`config.mk`:
```
export PLATFORM = sky130hd
export DESIGN_NAME = key_input_conditioner
export DESIGN_NICKNAME = d
export VERILOG_FILES = /design/src/rtl/key_input_conditioner.sv
export SDC_FILE = /design/constraint.sdc
export NUM_CORES = 1
export LEC_CHECK = 0
export BUFFER_PORTS_ARGS = -buffer_cell sky130_fd_sc_hd__buf_2
export CAP_MARGIN = 15
export CORE_MARGIN = 2
export CORE_UTILIZATION = 25
export CTS_CLUSTER_DIAMETER = 120
export DETAILED_ROUTE_END_ITERATION = 8
export PLACE_DENSITY = 0.43
export SETUP_SLACK_MARGIN = 0.4
export SYNTH_ARGS = -nofsm -noshare
export SYNTH_HDL_FRONTEND = slang
export SYNTH_SLANG_ARGS = --single-unit
```
`constraint.sdc`:
```
create_clock -name clock -period 4.44 [get_ports clock]
set_input_delay 0.888 -clock clock [delete_from_list [all_inputs] [get_ports clock]]
set_output_delay 0.888 -clock clock [all_outputs]
set_load 0.03 [all_outputs]
```
`src/rtl/key_input_conditioner.sv`:
```
// ---------------------------------------------------------------------------
// key_input_conditioner
//
// Front end between the raw DE-series KEY[3:0] push buttons and the game
// control FSM. Each key is synchronised and debounced. The highest-priority
// held key (up > down > left > right) becomes a sticky move request. A
// request stays asserted until control acknowledges it, so no debounced
// press is lost while control is busy drawing.
//
// Configuration macro:
//   KEY_AUTOREPEAT_EN  defined   -> a held key re-requests after REPEAT_DELAY
//                                   cycles, then every REPEAT_RATE cycles.
//                      undefined -> one move per press; REPEAT_* unused.
//
// Ports:
//   clock    in   1  system clock (CLOCK_50)
//   reset    in   1  asynchronous, active-high reset
//   key_n    in   4  raw keys, active-low, asynchronous
//                    [3]=up [2]=down [1]=left [0]=right
//   req_ack  in   1  control is executing a move
//   c_up     out  1  registered move-up request
//   c_down   out  1  registered move-down request
//   c_left   out  1  registered move-left request
//   c_right  out  1  registered move-right request
//   held     out  4  debounced pressed level per key, active-high,
//                    same bit order as key_n
// ---------------------------------------------------------------------------
module key_input_conditioner #(
    parameter int DEBOUNCE_CYCLES = 500000,
    parameter int REPEAT_DELAY    = 25000000,
    parameter int REPEAT_RATE     = 5000000,
    parameter int CNT_W           = 25
) (
    input  logic       clock,
    input  logic       reset,
    input  logic [3:0] key_n,
    input  logic       req_ack,
    output logic       c_up,
    output logic       c_down,
    output logic       c_left,
    output logic       c_right,
    output logic [3:0] held
);

    typedef enum logic [1:0] {
        S_IDLE = 2'd0,
        S_PEND = 2'd1,
        S_HOLD = 2'd2
    } state_t;

    // Largest count any counter must reach; elaboration stops if CNT_W is too narrow.
    localparam longint MAX_CNT =
        (DEBOUNCE_CYCLES > REPEAT_DELAY)
            ? ((DEBOUNCE_CYCLES > REPEAT_RATE) ? longint'(DEBOUNCE_CYCLES) : longint'(REPEAT_RATE))
            : ((REPEAT_DELAY    > REPEAT_RATE) ? longint'(REPEAT_DELAY)    : longint'(REPEAT_RATE));

    if (MAX_CNT >= (longint'(1) << CNT_W)) begin : g_cnt_w_too_small
        $error("key_input_conditioner: CNT_W too small for the configured counts");
    end

    localparam logic [CNT_W-1:0] DB_LAST = CNT_W'(DEBOUNCE_CYCLES - 1);

    // ------------------------------------------------------------------
    // Synchroniser: two flops per key, reset to the released (high) level
    // so that no phantom press appears when reset is released.
    // ------------------------------------------------------------------
    logic [3:0] r_sync1;
    logic [3:0] r_sync2;
    logic [3:0] w_synced;

    // NOTE: clocked state uses non-blocking (<=) so every flop samples the
    // pre-edge value of the others; blocking here would collapse the chain.
    always_ff @(posedge clock or posedge reset) begin
        if (reset) begin
            r_sync1 <= '1;
            r_sync2 <= '1;
        end else begin
            r_sync1 <= key_n;
            r_sync2 <= r_sync1;
        end
    end

    assign w_synced = ~r_sync2;

    // ------------------------------------------------------------------
    // Debounce: a key's counter runs only while its synced level disagrees
    // with the debounced level. The level flips once the disagreement has
    // persisted for DEBOUNCE_CYCLES consecutive samples.
    // ------------------------------------------------------------------
    logic [3:0]       r_db;
    logic [CNT_W-1:0] r_db_cnt [4];

    // NOTE: the counter array is only four registers, not a RAM, so it is
    // reset together with the levels to guarantee a clean start.
    always_ff @(posedge clock or posedge reset) begin
        if (reset) begin
            r_db <= '0;
            for (int i = 0; i < 4; i++) begin
                r_db_cnt[i] <= '0;
            end
        end else begin
            for (int i = 0; i < 4; i++) begin
                if (w_synced[i] == r_db[i]) begin
                    r_db_cnt[i] <= '0;
                end else if (r_db_cnt[i] == DB_LAST) begin
                    r_db[i]     <= w_synced[i];
                    r_db_cnt[i] <= '0;
                end else begin
                    r_db_cnt[i] <= r_db_cnt[i] + 1'b1;
                end
            end
        end
    end

    assign held = r_db;

    // ------------------------------------------------------------------
    // Priority select: one-hot of the highest-priority held key.
    // ------------------------------------------------------------------
    logic [3:0] w_dir;

    // NOTE: every always_comb output gets a default before any branch, so
    // no path leaves it unassigned and no latch is inferred.
    always_comb begin
        w_dir = 4'b0000;
        if      (r_db[3]) w_dir = 4'b1000;
        else if (r_db[2]) w_dir = 4'b0100;
        else if (r_db[1]) w_dir = 4'b0010;
        else if (r_db[0]) w_dir = 4'b0001;
    end

    // ------------------------------------------------------------------
    // Request FSM
    // ------------------------------------------------------------------
    state_t     r_state;
    state_t     w_state_next;
    logic [3:0] r_dir;        // key the current request belongs to
    logic [3:0] w_dir_next;
    logic [3:0] r_req;        // registered c_* outputs, one-hot or zero
    logic [3:0] w_req_next;

`ifdef KEY_AUTOREPEAT_EN
    logic [CNT_W-1:0] r_timer;
    logic [CNT_W-1:0] w_timer_next;
    logic [CNT_W-1:0] r_reload;   // timer value to use once the pending request is acked
    logic [CNT_W-1:0] w_reload_next;
`endif

    always_ff @(posedge clock or posedge reset) begin
        if (reset) begin
            r_state  <= S_IDLE;
            r_dir    <= '0;
            r_req    <= '0;
`ifdef KEY_AUTOREPEAT_EN
            r_timer  <= '0;
            r_reload <= '0;
`endif
        end else begin
            r_state  <= w_state_next;
            r_dir    <= w_dir_next;
            r_req    <= w_req_next;
`ifdef KEY_AUTOREPEAT_EN
            r_timer  <= w_timer_next;
            r_reload <= w_reload_next;
`endif
        end
    end

    always_comb begin
        w_state_next  = r_state;
        w_dir_next    = r_dir;
        w_req_next    = r_req;
`ifdef KEY_AUTOREPEAT_EN
        w_timer_next  = r_timer;
        w_reload_next = r_reload;
`endif
        case (r_state)
            S_IDLE: begin
                w_req_next = '0;
                if (w_dir != 4'b0000) begin
                    w_dir_next    = w_dir;
                    w_req_next    = w_dir;
`ifdef KEY_AUTOREPEAT_EN
                    w_reload_next = CNT_W'(REPEAT_DELAY);
`endif
                    w_state_next  = S_PEND;
                end
            end

            // Request is held even if the key is released meanwhile.
            S_PEND: begin
                if (req_ack) begin
                    w_req_next   = '0;
`ifdef KEY_AUTOREPEAT_EN
                    w_timer_next = r_reload;
`endif
                    w_state_next = S_HOLD;
                end
            end

            // Release of the latched key wins over an expiring timer.
            S_HOLD: begin
                if ((r_dir & r_db) == 4'b0000) begin
                    w_state_next = S_IDLE;
`ifdef KEY_AUTOREPEAT_EN
                end else if (r_timer == '0) begin
                    // The latched key is still held, so w_dir is non-zero here.
                    w_dir_next    = w_dir;
                    w_req_next    = w_dir;
                    w_reload_next = CNT_W'(REPEAT_RATE);
                    w_state_next  = S_PEND;
                end else begin
                    w_timer_next = r_timer - 1'b1;
`endif
                end
            end

            default: begin
                w_req_next   = '0;
                w_state_next = S_IDLE;
            end
        endcase
    end

    assign c_up    = r_req[3];
    assign c_down  = r_req[2];
    assign c_left  = r_req[1];
    assign c_right = r_req[0];

endmodule

```
Word level (Yosys, flattened, before mapping):

Index checks and enable logic that the tools add are counted.

* register bits after elaboration: 122
* input bits: 7
* output and inout port bits: 8
* logic and storage cells: 66

* add/subtract/negate cells: 4
* eq/ne operators: 13
* multiplexer cells: 19
* bitwise gates (word level): 7
* reductions and logical operators: 10

Operators by type and width (number)
* 25-bit two-way mux: 8
* 25-bit by 1-bit adder with 25-bit output, second input constant: 4
* 25-bit by 19-bit equality test with 1-bit output, second input constant: 4
* 4-bit two-way mux: 3
* 4-bit case mux with 3 select lines: 1
* 2-bit AND reduction: 6
* 2-bit two-way mux: 4
* 2-bit != test, second input constant: 3
* 2-bit case mux with 3 select lines: 1
* 1-bit inverter: 5
* 4-bit AND: 1
* 1-bit equality test: 4
* 4-bit logical NOT: 1
* 4-bit inverter: 1
* 4-bit nonzero test: 1
* 3-bit two-way mux: 1
* 3-bit AND reduction: 1
* 2-bit by 1-bit equality test with 1-bit output, second input constant: 1
* 2-bit equality test, second input constant: 1
* 2-bit logical NOT: 1
* 1-bit two-way mux: 1

Logic depth before layout (Yosys ltp):

Gate-level depths: netlist of run 1.

* depth in word-level cells: 7
* mapped depth: 6
* mapped depth without buffers: 5

Least setup slack after synthesis of run 1:

No wires, ideal clock.

* path type: register to register
* start point: register r_db_cnt[25] in the netlist's numbering
* end point: register r_db_cnt[49] in the netlist's numbering
* setup time: 0.078 ns
* arrival: 1.964 ns
* required time: 4.362 ns
* setup slack: 2.397 ns
* stages on the path, launching flop included: 7
* path buffers: 1
* period minus slack after synthesis: 2.043 ns
* cells stage by stage: dfrtp_1 -> ha_1 -> nand4_2 -> or4_1 -> clkbuf_2 -> or4_1 -> a21oi_1

* cells in the longest elaborated chain, start to end: 3
* elaborated cells between the ends (all ways): 4
* those cells by class: 1 x add/sub; 1 x eq/ne; 2 x mux

Ends and longest elaborated chain
* start: declaration: line 91 `logic [CNT_W-1:0] r_db_cnt [4];`
* start signal: indexed assignment: line 109 `r_db_cnt[i] <= r_db_cnt[i] + 1'b1;`
* 25-bit by 1-bit adder with 25-bit output or 25-bit by 19-bit equality test with 1-bit output (tied branches): line 109, 105
* 25-bit two-way mux (*): line 105 `end else if (r_db_cnt[i] == DB_LAST) begin`
* 25-bit two-way mux (*): line 103 `if (w_synced[i] == r_db[i]) begin`

Every way passes the cells marked *; elsewhere a longest branch is shown, timed or not.
A chain may end at the register's enable or synchronous reset.

Worst setup path in the final report of run 1:

Ends and elaborated chain as after synthesis.

==> out/metrics.json, run 1 <==
{
  "cts_htree_levels": 4,
  "cp-start-kind": "flop",
  "ys_types": 39,
  "via_count": 4672,
  "worst_ep_required_time_ns": 4.77,
  "synth_edf_count": 0,
  "diodes": 0,
  "grt_antenna_before_repair": 0,
  "final_max_slew_viol_count": 0,
  "grt_pass1_wl_mm": 22.4,
  "hold_path_class": "flop to flop",
  "setup.worst_path.class": "flop to flop",
  "final.min_clock_period_ns": 2.27,
  "critical_path.cell_chain": "ha_1 > nand4_2 > or4_1 > or4_1 > a21oi_1",
  "path_max_fanout": 9,
  "viasPerCell": 4.77,
  "finalNonFillerCells": 979,
  "netlist_instances": 634,
  "numPlacedInstances": 946,
  "initial_utilization_pct": 25.6,
  "critical-path-slowest-cell": "sky130_fd_sc_hd__or4_1",
  "min_delay_path_depth": 0,
  "global_route_met3_usage_pct": 2.79,
  "cts_inserted_buffers": 17,
  "worst_r2r_endpoint": "r_db_cnt[49]",
  "synth.yosys.warnings": 0,
  "drt_drc_violations_left": 0,
  "power.density_cell_area_mw_per_mm2": 405,
  "clock-sinks": 122,
  "cts-root-to-sink-buffers": 2,
  "gr-total-overflow": 0,
  "async_flop_share_pct": 100,
  "max_slew_margin_pct": 51.3,
  "ffs_latches_synth": 122,
  "cts_repair_resize_count": 0,
  "met1_usage_pct": 14.2,
  "cpMostUsedCell": "sky130_fd_sc_hd__or4_1",
  "cts_setup_buffers": 0,
  "global_route.usage.met2_pct": 17.1,
  "worst_skew_pair.late_latency_ns": 0.41,
  "num-nets-final": 658,
  "multi_input_area_sq_mm": 0.00278,
  "layout-drive-gt1-share_pct": 10.6,
  "cts_tree": "built",
  "clk_pin_slew_ns": 0.06,
  "end_point_of_the_most_critical_hold_path": "r_sync2[2]",
  "buffer_ports.inserted": 14,
  "std_cell_rows": 56,
  "drt-pass1-iter-count": 4,
  "synth.most_common_cell": "sky130_fd_sc_hd__dfrtp_1",
  "number_of_global_route_vias_before_repair": 4518,
  "clock_skew_ns": 0.0112,
  "outcome": "completed",
  "worst-path-buf-inv": 0,
  "rrSetupSlack_ns": 2.17,
  "gp_congestion": 0.769,
  "synth_top_cell_by_area": "sky130_fd_sc_hd__dfrtp_1",
  "signal_arrival_time_at_the_worst_endpoint_ns": 2.60,
  "place.detailed.hpwl_mm": 8.93,
  "worstSetupEndpointType": "flop",
  "fill_cells": 2442,
  "slowest_stage_delay_on_critical_path_ns": 0.71,
  "floorplan.core_area_sq_mm": 0.0236,
  "worstRegToRegCells": 5,
  "setup_slack_ns": 2.17,
  "pin_count_of_the_biggest_net_entering_global_routing": 79,
  "cts_hold_buffers_added": 0,
  "drt_iter0_drc": 291,
  "tot_pwr_mw": 2.92,
  "place_area_sq_mm": 0.00647,
  "postRouteAntennaNets": 0,
  "synthDominantCellAreaShare_pct": 47.2,
  "ioPinCount": 15,
  "regArea_sq_mm": 0.00306,
  "area.growth.synth_to_final_pct": 19.4,
  "finalSetupTns_ns": 0,
  "timing.max_cap.violations": 0,
  "final_setup_violation_count": 0,
  "max-vdd-ir-drop_mv": 0.230,
  "hold_viol_final": 0,
  "leakagePower_nw": 2.75,
  "chipHeight_um": 160,
  "crit_path_start": "r_db_cnt[25]",
  "post_route_standard_cell_area_excluding_fillers_sq_mm": 0.00722,
  "die_x_um": 160,
  "globalRoute.busiestLayer": "met2",
  "wl_per_cell_um": 13.5,
  "post_synth_instance_area_sq_mm": 0.00605,
  "holdCritStartpoint": "r_sync1[2]",
  "synth.area.top_cells": "sky130_fd_sc_hd__dfrtp_1 47%, sky130_fd_sc_hd__xnor2_1 6.4%, sky130_fd_sc_hd__nor2_1 4.6%",
  "synth.net_count": 645,
  "ys_dominant_reg_cell": "sky130_fd_sc_hd__dfrtp_1",
  "cp_top_family": "simple AND/OR/NAND/NOR gates",
  "die-area_sq_mm": 0.0254,
  "syn-mean-instance-area_sq_um": 9.54,
  "fmaxAchievable_mhz": 441,
  "timing.rr.start": "r_db_cnt[25]",
  "final.period_utilization_pct": 51.1,
  "postRouteWirelength_mm": 13.2,
  "synth.top_cells.by_count": "114 x sky130_fd_sc_hd__dfrtp_1, 74 x sky130_fd_sc_hd__nor2_1, 44 x sky130_fd_sc_hd__xnor2_1",
  "clockRootBuffer": "sky130_fd_sc_hd__clkbuf_16",
  "dpl_worst_slack_ns": 2.19,
  "setup_repair_after_global_routing_missed_its_margin": "false",
  "synth.yosys.seq_area_share_pct": 50.7,
  "grtUsageTotal_pct": 10.7,
  "worstMarginPinSlew_ns": 0.726
}
worst max path at each step:
| stage | end | slack, ns | cells after the start |
|---|---|---|---|
| after floorplan | held[0] | 2.06 | 1 |
| after global placement | r_db_cnt[99] | 2.25 | 5 |
| after detailed placement | r_db_cnt[49] | 2.19 | 5 |
| after CTS | r_db_cnt[49] | 2.18 | 5 |
| after global routing | r_db_cnt[69] | 2.03 | 5 |
| final | r_db_cnt[49] | 2.17 | 5 |
worst register-to-register path: stages, from the launching register on:
cell                      delay [ns]
sky130_fd_sc_hd__dfrtp_1        0.41
sky130_fd_sc_hd__ha_1           0.26
sky130_fd_sc_hd__nand4_2        0.19
sky130_fd_sc_hd__or4_1          0.71
sky130_fd_sc_hd__or4_1          0.45
sky130_fd_sc_hd__a21oi_1        0.17
per-stage QoR:
step           hold WS, ns  utilization (%)
3_3_place_gp         0.347             27.4
3_5_place_dp         0.347             27.4
4_1_cts              0.354             30.5
2_1_floorplan        0.345                -
6_report             0.355             30.6
5_1_grt              0.358             30.6
metal layers:
layer	part of all wire (%)	wire length, um
met1	50	6600
met3	2.3	298
met2	47	6210
met4	0.88	116
met5	0	0
power breakdown:
part | internal [mW] | switching [mW]
clock network | 1.21 | 0.504
logic | 0.0187 | 0.0477
registers | 1.13 | 0.0135
total | 2.36 | 0.565
state kept, by name, indices dropped and copies added (netlist names):
register,flops
r_state,2
held,4
r_db_cnt,100
r_req,4
r_dir,4
r_sync1,4
r_sync2,4
cell usage in the layout (no fill, tap or decap), drive strengths merged, types with 2 or more instances in the layout:
cell type  instances
nor4b              7
and4               6
clkinvlp           3
ha                 4
clkinv             2
clkbuf            20
inv               26
a21oi             41
buf               20
xnor2             44
bufinv             8
nor3              16
nand3b             3
and3               6
or4               23
mux2i              3
nand3             33
dfrtp            114
nor4              22
dfstp              8
nor2              74
and2               2
a22o               3
o31ai             21
xor2              14
nand2             39
nand4             30
or3               26
o21ai             35
cell type report:
type | count | area share, %
clock inverter | 12 | 3.67
clock buffer | 20 | 6.46
inverter | 27 | 1.46
multi-input combinational | 459 | 38.5
tap | 319 | 5.53
timing repair buffer | 20 | 1.94
sequential | 122 | 42.4
logic make-up after synthesis:
logic type	after synthesis	share of synthesized area (%)
compound gates	104	9.91
xor+xnor	58	8.40
fa+ha+maj	4	0.828
buf+inv	53	3.50
flops	122	50.7
mux	3	0.497
simple gates	290	26.2
Note: power is estimated with default switching activity, not from simulation.
==> inputs of run 2 (changes only) <==
PLACE_DENSITY = 0.44   (was 0.43)
clock period = 2 ns   (was 4.44 ns; I/O delays follow)
==> run 2 against run 1 <==
Compared with the run above: maximum frequency rose by 25%; clock-buffer cell count increased by 4; first-iteration DRC count rose by 8.6%; cell area grew 22%; final cell count is 12% higher; clock skew down 0.0023 ns; critical endpoint is now r_db_cnt[22]; critical path type unchanged; total power increased by 100%; global-route usage rose by 2.0 points; sequential cell count unchanged; die area stayed put; combinational power rose to 4.7 times the previous value; via count rose by 15%.
==> out/metrics.json, run 2 (synthesized netlist as in run 1, its figures left out) <==
{
  "final_max_slew_viol_count": {"value": 0, "change": "unchanged"},
  "pin_count_of_the_biggest_net_entering_global_routing": {"value": 63, "change": "was 79"},
  "setup_slack": {"value": 0.182, "unit": "ns", "change": "was 2.17 ns"},
  "layout-drive-gt1-share": {"value": 39.4, "unit": "%", "change": "was 10.6%"},
  "regArea": {"value": 0.00309, "unit": "sq mm", "change": "was 0.00306 sq mm"},
  "final_setup_violation_count": {"value": 0, "change": "unchanged"},
  "final.period_utilization": {"value": 90.9, "unit": "%", "change": "was 51.1%"},
  "cts_tree": {"value": "built", "change": "unchanged"},
  "grtUsageTotal": {"value": 12.7, "unit": "%", "change": "was 10.7%"},
  "clock_skew": {"value": 0.00888, "unit": "ns", "change": "was 0.0112 ns"},
  "die_x": {"value": 160, "unit": "um", "change": "unchanged"},
  "initial_utilization": {"value": 25.6, "unit": "%", "change": "unchanged"},
  "drt_iter0_drc": {"value": 316, "change": "was 291"},
  "leakagePower": {"value": 3.40, "unit": "nW", "change": "was 2.75 nW"},
  "gr-total-overflow": {"value": 0, "change": "unchanged"},
  "cts_htree_levels": {"value": 4, "change": "unchanged"},
  "routed.top_layer": {"value": "met4", "change": "unchanged"},
  "diodes": {"value": 0, "change": "unchanged"},
  "postRouteAntennaNets": {"value": 0, "change": "unchanged"},
  "setup_repair_after_global_routing_missed_its_margin": {"value": "true", "change": "was false"},
  "fmaxAchievable": {"value": 550, "unit": "MHz", "change": "was 441 MHz"},
  "wl_met2": {"value": 8.17, "unit": "mm", "change": "was 6.21 mm"},
  "die-area": {"value": 0.0254, "unit": "sq mm", "change": "unchanged"},
  "power.density_cell_area": {"value": 676, "unit": "mW/mm^2", "change": "was 405 mW/mm^2"},
  "grt_pass1_wl": {"value": 26.5, "unit": "mm", "change": "was 22.4 mm"},
  "via_count": {"value": 5380, "change": "was 4672"},
  "most-common-layout-cells": {"value": "95 x sky130_fd_sc_hd__buf_4, 91 x sky130_fd_sc_hd__dfrtp_1, 45 x sky130_fd_sc_hd__nor2_1", "change": "was 114 x sky130_fd_sc_hd__dfrtp_1, 74 x sky130_fd_sc_hd__nor2_1, 44 x sky130_fd_sc_hd__xnor2_1"},
  "cp_top_family": {"value": "simple AND/OR/NAND/NOR gates", "change": "unchanged"},
  "slowest_stage_delay_on_critical_path": {"value": 0.46, "unit": "ns", "change": "was 0.71 ns"},
  "gp_congestion": {"value": 0.772, "change": "was 0.769"},
  "floorplan.core_area": {"value": 0.0236, "unit": "sq mm", "change": "unchanged"},
  "cpMostUsedCell": {"value": "sky130_fd_sc_hd__or4_4", "change": "was sky130_fd_sc_hd__or4_1"},
  "clockRootBuffer": {"value": "sky130_fd_sc_hd__clkbuf_16", "change": "unchanged"},
  "worst_ep_required_time": {"value": 2.35, "unit": "ns", "change": "was 4.77 ns"},
  "m1WireLength": {"value": 7.11, "unit": "mm", "change": "was 6.60 mm"},
  "layout.cells.most_common": {"value": "sky130_fd_sc_hd__buf_4", "change": "was sky130_fd_sc_hd__dfrtp_1"},
  "max_slew_margin": {"value": 61.1, "unit": "%", "change": "was 51.3%"},
  "buffer_ports.inserted": {"value": 14, "change": "unchanged"},
  "critical-path-slowest-cell": {"value": "sky130_fd_sc_hd__or4_4", "change": "was sky130_fd_sc_hd__or4_1"},
  "path_max_fanout": {"value": 6, "change": "was 9"},
  "fill_cells": {"value": 2302, "change": "was 2442"},
  "outcome": {"value": "completed", "change": "unchanged"},
  "postRouteWirelength": {"value": 16.1, "unit": "mm", "change": "was 13.2 mm"},
  "place_area": {"value": 0.00683, "unit": "sq mm", "change": "was 0.00647 sq mm"},
  "worstSetupEndpointType": {"value": "flop", "change": "unchanged"},
  "cp-start-kind": {"value": "flop", "change": "unchanged"},
  "critical_path.cell_chain": {"value": "nand4_1 > buf_4 > or4_4 > or4_4 > a21oi_2", "change": "was ha_1 > nand4_2 > or4_1 > or4_1 > a21oi_1"},
  "drt_drc_violations_left": {"value": 0, "change": "unchanged"},
  "number_of_global_route_vias_before_repair": {"value": 5355, "change": "was 4518"},
  "worstMarginPinSlew": {"value": 0.582, "unit": "ns", "change": "was 0.726 ns"},
  "post_route_standard_cell_area_excluding_fillers": {"value": 0.00884, "unit": "sq mm", "change": "was 0.00722 sq mm"},
  "wl_per_cell": {"value": 14.7, "unit": "um", "change": "was 13.5 um"},
  "place.detailed.hpwl": {"value": 9.35, "unit": "mm", "change": "was 8.93 mm"},
  "worst-path-buf-inv": {"value": 1, "change": "was 0"},
  "clock-sinks": {"value": 122, "change": "unchanged"},
  "hold_viol_final": {"value": 0, "change": "unchanged"},
  "chipHeight": {"value": 160, "unit": "um", "change": "unchanged"},
  "multi_input_area": {"value": 0.00345, "unit": "sq mm", "change": "was 0.00278 sq mm"},
  "clk_pin_slew": {"value": 0.06, "unit": "ns", "change": "about the same"},
  "final.min_clock_period": {"value": 1.82, "unit": "ns", "change": "was 2.27 ns"},
  "viasPerCell": {"value": 4.89, "change": "was 4.77"},
  "timing.max_cap.violations": {"value": 0, "change": "unchanged"},
  "drt-pass1-iter-count": {"value": 4, "change": "unchanged"},
  "finalSetupTns": {"value": 0, "unit": "ns", "change": "unchanged"},
  "fin_util": {"value": 37.5, "unit": "%", "change": "was 30.6%"},
  "grt_antenna_before_repair": {"value": 0, "change": "unchanged"},
  "ioPinCount": {"value": 15, "change": "unchanged"},
  "cts_inserted_buffers": {"value": 17, "change": "unchanged"},
  "cts-root-to-sink-buffers": {"value": 2, "change": "unchanged"},
  "dpl_worst_slack": {"value": 0.0364, "unit": "ns", "change": "was 2.19 ns"},
  "largest_register_ffs": {"value": 100, "change": "unchanged"},
  "std_cell_rows": {"value": 56, "change": "unchanged"},
  "worst_skew_pair.late_latency": {"value": 0.42, "unit": "ns", "change": "was 0.41 ns"},
  "max-vdd-ir-drop": {"value": 0.536, "unit": "mV", "change": "was 0.230 mV"},
  "area.growth.synth_to_final": {"value": 46.3, "unit": "%", "change": "was 19.4%"},
  "num-nets-final": {"value": 779, "change": "was 658"},
  "wl_met3": {"value": 629, "unit": "um", "change": "was 298 um"},
  "setup.worst_path.class": {"value": "flop to flop", "change": "unchanged"},
  "signal_arrival_time_at_the_worst_endpoint": {"value": 2.16, "unit": "ns", "change": "was 2.60 ns"},
  "max_flop_register": {"value": "r_db_cnt", "change": "unchanged"},
  "hold_path_class": {"value": "input port to flop", "change": "was flop to flop"}
}
==> run 2: per-stage QoR <==
step / total power [mW] / hold WS (ns) / instances
2_1_floorplan: 2.70 / 0.345 / 634
3_3_place_gp: 2.76 / 0.347 / 975
3_5_place_dp: 2.77 / 0.347 / 975
4_1_cts: 6.00 / 0.0604 / 1071
5_1_grt: 6.21 / 0.0599 / 1100
6_report: 5.98 / 0.0813 / 1100
==> run 2: layout make-up <==
cell class                      instances  area share [%]
Multi-Input combinational cell        463            39.0
Sequential cell                       122            35.0
Timing Repair Buffer                  137            13.6
Clock buffer                           24            5.45
Tap cell                              319            4.51
Clock inverter                          8            1.33
Inverter                               27            1.19
==> run 2: metal layers <==
layer	track usage [%]	vias to the layer above
met5	0	-
met4	4.30	0
met3	3.13	20
met2	21.4	104
met1	15.8	2682
li1	-	2574
==> run 2: path summary, 6_finish.rpt <==
path	cells past startpoint	end	start	slack [ns]
setup / recovery	5	r_db_cnt[22]	r_db_cnt[9]	0.18
hold / removal	1	r_sync1[0]	key_n[0]	0.08
setup reg to reg	5	r_db_cnt[22]	r_db_cnt[9]	0.18
hold reg to reg	0	r_sync2[2]	r_sync1[2]	0.35
max in group asynchronous	3	r_sync2[0]	reset	1.56
min in group asynchronous	3	r_db_cnt[2]	reset	0.09
==> run 2: power breakdown <==
group,switching [mW],internal [mW],total [mW]
combinational,0.166,0.142,0.309
sequential,0.0303,2.51,2.54
clock,1.09,2.05,3.14
total,1.28,4.70,5.98
==> run 2: what timing repair did <==
item,in CTS,in global routing
hold buffers,0,0
setup endpoints to repair,107,105
gates resized for setup,84,101
gates cloned,8,3
setup buffers,56,26
pin swaps,41,27
==> run 2: worst register-to-register path, stage by stage, from the launching register on <==
cell	delay, ns
sky130_fd_sc_hd__dfrtp_1	0.36
sky130_fd_sc_hd__nand4_1	0.18
sky130_fd_sc_hd__buf_4	0.19
sky130_fd_sc_hd__or4_4	0.46
sky130_fd_sc_hd__or4_4	0.44
sky130_fd_sc_hd__a21oi_2	0.13
==> inputs of run 3 (changes only) <==
CELL_PAD_IN_SITES_DETAIL_PLACEMENT = 1   (was unset)
CELL_PAD_IN_SITES_GLOBAL_PLACEMENT = 1   (was unset)
PLACE_DENSITY = 0.52   (was 0.44)
REMOVE_ABC_BUFFERS = 1   (was unset)
==> run 3 against run 2 <==
Compared with the run above: sequential cell count is the same; hold slack lost 0.064 ns; final cell count grew 1.5%; non-clock buffer count grew 20; worst setup slack lost 0.033 ns.
==> out/metrics.json, run 3 (synthesized netlist as in run 1, its figures left out) <==
{
  "outcome": {"value": "completed", "change": "unchanged"},
  "buffer_ports.inserted": {"value": 14, "change": "unchanged"},
  "num-nets-final": {"value": 795, "change": "was 779"},
  "floorplan.core_area": {"value": 0.0236, "unit": "sq mm", "change": "unchanged"},
  "cts_tree": {"value": "built", "change": "unchanged"},
  "drt-pass1-iter-count": {"value": 4, "change": "unchanged"},
  "final.min_clock_period": {"value": 1.85, "unit": "ns", "change": "was 1.82 ns"},
  "whs": {"value": 0.0173, "unit": "ns", "change": "was 0.0813 ns"},
  "cp-start-kind": {"value": "flop", "change": "unchanged"},
  "worst_r2r_endpoint": {"value": "r_db_cnt[66]", "change": "was r_db_cnt[22]"},
  "tot_pwr": {"value": 5.95, "unit": "mW", "change": "was 5.98 mW"},
  "final.period_utilization": {"value": 92.6, "unit": "%", "change": "was 90.9%"},
  "cts_htree_levels": {"value": 4, "change": "unchanged"},
  "hold_path_class": {"value": "input port to async pin", "change": "was input port to flop"},
  "diodes": {"value": 0, "change": "unchanged"},
  "cts_inserted_buffers": {"value": 17, "change": "unchanged"},
  "worst_ep_required_time": {"value": 2.35, "unit": "ns", "change": "about the same"},
  "die_x": {"value": 160, "unit": "um", "change": "unchanged"},
  "area.growth.synth_to_final": {"value": 51.7, "unit": "%", "change": "was 46.3%"},
  "finalNonFillerCells": {"value": 1116, "change": "was 1100"},
  "max_flop_register": {"value": "r_db_cnt", "change": "unchanged"},
  "slowest_stage_delay_on_critical_path": {"value": 0.54, "unit": "ns", "change": "was 0.46 ns"},
  "clock_skew": {"value": 0.0106, "unit": "ns", "change": "was 0.00888 ns"},
  "clk_pin_slew": {"value": 0.05, "unit": "ns", "change": "was 0.06 ns"},
  "timing.rr.start": {"value": "r_db_cnt[62]", "change": "was r_db_cnt[9]"},
  "grt_pass1_wl": {"value": 29.5, "unit": "mm", "change": "was 26.5 mm"},
  "layout-drive-gt1-share": {"value": 45.3, "unit": "%", "change": "was 39.4%"},
  "worstSetupEndpointType": {"value": "flop", "change": "unchanged"},
  "clock-sinks": {"value": 122, "change": "unchanged"},
  "setup.worst_path.class": {"value": "flop to flop", "change": "unchanged"},
  "worstRegToRegCells": {"value": 5, "change": "unchanged"},
  "gp_congestion": {"value": 0.754, "change": "was 0.772"},
  "most-common-layout-cells": {"value": "108 x sky130_fd_sc_hd__buf_4, 89 x sky130_fd_sc_hd__dfrtp_1, 41 x sky130_fd_sc_hd__xnor2_1", "change": "was 95 x sky130_fd_sc_hd__buf_4, 91 x sky130_fd_sc_hd__dfrtp_1, 45 x sky130_fd_sc_hd__nor2_1"},
  "postRouteWirelength": {"value": 18.8, "unit": "mm", "change": "was 16.1 mm"},
  "final_setup_violation_count": {"value": 0, "change": "unchanged"},
  "drt_drc_violations_left": {"value": 0, "change": "unchanged"},
  "number_of_global_route_vias_before_repair": {"value": 5808, "change": "was 5355"},
  "cts_hold_buffers_added": {"value": 0, "change": "unchanged"},
  "timing.max_cap.violations": {"value": 0, "change": "unchanged"},
  "numPlacedInstances": {"value": 996, "change": "was 975"},
  "layout.cells.most_common": {"value": "sky130_fd_sc_hd__buf_4", "change": "unchanged"},
  "clockRootBuffer": {"value": "sky130_fd_sc_hd__clkbuf_16", "change": "unchanged"},
  "fmaxAchievable": {"value": 540, "unit": "MHz", "change": "was 550 MHz"},
  "wl_per_cell": {"value": 16.9, "unit": "um", "change": "was 14.7 um"},
  "hold_viol_final": {"value": 0, "change": "unchanged"},
  "setup_repair_after_global_routing_missed_its_margin": {"value": "true", "change": "unchanged"},
  "leakagePower": {"value": 3.54, "unit": "nW", "change": "was 3.40 nW"},
  "ioPinCount": {"value": 15, "change": "unchanged"},
  "place.detailed.hpwl": {"value": 11.2, "unit": "mm", "change": "was 9.35 mm"},
  "critical-path-slowest-cell": {"value": "sky130_fd_sc_hd__or4_4", "change": "unchanged"},
  "gr-total-overflow": {"value": 0, "change": "unchanged"},
  "cts-root-to-sink-buffers": {"value": 2, "change": "unchanged"},
  "rrSetupSlack": {"value": 0.15, "unit": "ns", "change": "was 0.18 ns"},
  "grt_antenna_before_repair": {"value": 0, "change": "unchanged"},
  "initial_utilization": {"value": 25.6, "unit": "%", "change": "unchanged"},
  "critical_path.cell_chain": {"value": "nand4_1 > or4_4 > buf_6 > or3_4 > a21oi_2", "change": "was nand4_1 > buf_4 > or4_4 > or4_4 > a21oi_2"},
  "std_cell_rows": {"value": 56, "change": "unchanged"},
  "largest_register_ffs": {"value": 100, "change": "unchanged"},
  "pin_count_of_the_biggest_net_entering_global_routing": {"value": 35, "change": "was 63"},
  "grtUsageTotal": {"value": 14.2, "unit": "%", "change": "was 12.7%"},
  "via_count": {"value": 5519, "change": "was 5380"},
  "chipHeight": {"value": 160, "unit": "um", "change": "unchanged"},
  "drt_iter0_drc": {"value": 194, "change": "was 316"},
  "power.density_cell_area": {"value": 648, "unit": "mW/mm^2", "change": "was 676 mW/mm^2"},
  "max_slew_margin": {"value": 65.8, "unit": "%", "change": "was 61.1%"},
  "signal_arrival_time_at_the_worst_endpoint": {"value": 2.21, "unit": "ns", "change": "was 2.16 ns"},
  "worstMarginPinSlew": {"value": 0.513, "unit": "ns", "change": "was 0.582 ns"},
  "final_max_slew_viol_count": {"value": 0, "change": "unchanged"},
  "die-area": {"value": 0.0254, "unit": "sq mm", "change": "unchanged"},
  "worst_skew_pair.late_latency": {"value": 0.43, "unit": "ns", "change": "was 0.42 ns"},
  "postRouteAntennaNets": {"value": 0, "change": "unchanged"},
  "path_max_fanout": {"value": 5, "change": "was 6"},
  "viasPerCell": {"value": 4.95, "change": "was 4.89"},
  "max-vdd-ir-drop": {"value": 0.605, "unit": "mV", "change": "was 0.536 mV"}
}
run 3: cell types whose count changed in the layout (fill, tap and decap cells not counted), moves of 3 or more:
| cell | delta |
|---|---|
| sky130_fd_sc_hd__a21oi_1 | -9 |
| sky130_fd_sc_hd__buf_6 | +3 |
| sky130_fd_sc_hd__nor2_1 | -22 |
| sky130_fd_sc_hd__o21ai_0 | +3 |
| sky130_fd_sc_hd__buf_4 | +13 |
| sky130_fd_sc_hd__a21oi_2 | +8 |
| sky130_fd_sc_hd__nor2_4 | +18 |
| sky130_fd_sc_hd__nand4_4 | -3 |
| sky130_fd_sc_hd__nor2_2 | +4 |
| sky130_fd_sc_hd__xnor2_2 | +3 |
| sky130_fd_sc_hd__or4_4 | -3 |
| sky130_fd_sc_hd__nand4_2 | +3 |
| sky130_fd_sc_hd__nor4_4 | +5 |
| sky130_fd_sc_hd__nor4_1 | -4 |
run 3: power breakdown:
group / switching (mW) / total [mW] / internal [mW] / leakage, nW
clock network: 1.12 / 3.08 / 1.96 / 0.291
logic: 0.187 / 0.333 / 0.145 / 1.62
registers: 0.0279 / 2.53 / 2.51 / 1.63
total: 1.34 / 5.95 / 4.61 / 3.54
run 3: cell type report:
type                    count  area, sq um
clock inverters             7         88.8
flip-flops and latches    122         3090
clock buffers              25          495
fillers                  2618        14400
repair buffers            157         1390
multi-input cells         459         3600
inverters                  27          104
well taps                 319          399
run 3: routing by layer:
| layer | up-vias | GRT usage [%] | share of wire [%] |
|---|---|---|---|
| met4 | 0 | 5.00 | 1.4 |
| met1 | 2853 | 17.1 | 43 |
| met5 | - | 0 | 0 |
| met3 | 22 | 2.71 | 1.8 |
| li1 | 2593 | - | - |
| met2 | 51 | 25.2 | 54 |
run 3: how the worst max path moves through the flow:
| stage | from | to | slack (ns) | cells past startpoint |
|---|---|---|---|---|
| floorplan | reset | held[0] | -1.63 | 1 |
| global placement | r_db_cnt[25] | r_db_cnt[49] | 0.05 | 5 |
| detailed placement | r_db_cnt[51] | r_db_cnt[70] | -0.05 | 6 |
| CTS | r_db_cnt[51] | r_db_cnt[70] | 0.14 | 6 |
| global route | r_db_cnt[62] | r_db_cnt[66] | 0.09 | 5 |
| finish | r_db_cnt[62] | r_db_cnt[66] | 0.15 | 5 |
run 3: what timing repair did:
action | in CTS | in global routing
setup endpoints to repair | 107 | 109
cloned | 6 | 3
pin swaps | 70 | 54
buffers inserted | 46 | 33
gates resized for setup | 116 | 151
run 3: stage by stage:
stage          utilization [%]  setup TNS [ns]  setup slack [ns]  cell area (sq um)
6_report                  38.9               0             0.149               9180
5_1_grt                   38.9               0            0.0877               9180
3_5_place_dp              29.1          -0.112           -0.0518               6880
3_3_place_gp              29.1               0            0.0522               6880
2_1_floorplan                -         -228.78             -1.63               5940
4_1_cts                   35.3               0             0.140               8330
run 3: worst max-delay path, delay by kind of cell (launching register included):
family                 cells  cell delay [ns]
AO/OA/AOI/OAI              1             0.13
buffers and inverters      1             0.14
flip-flops                 1             0.41
AND/OR/NAND/NOR            3             1.10
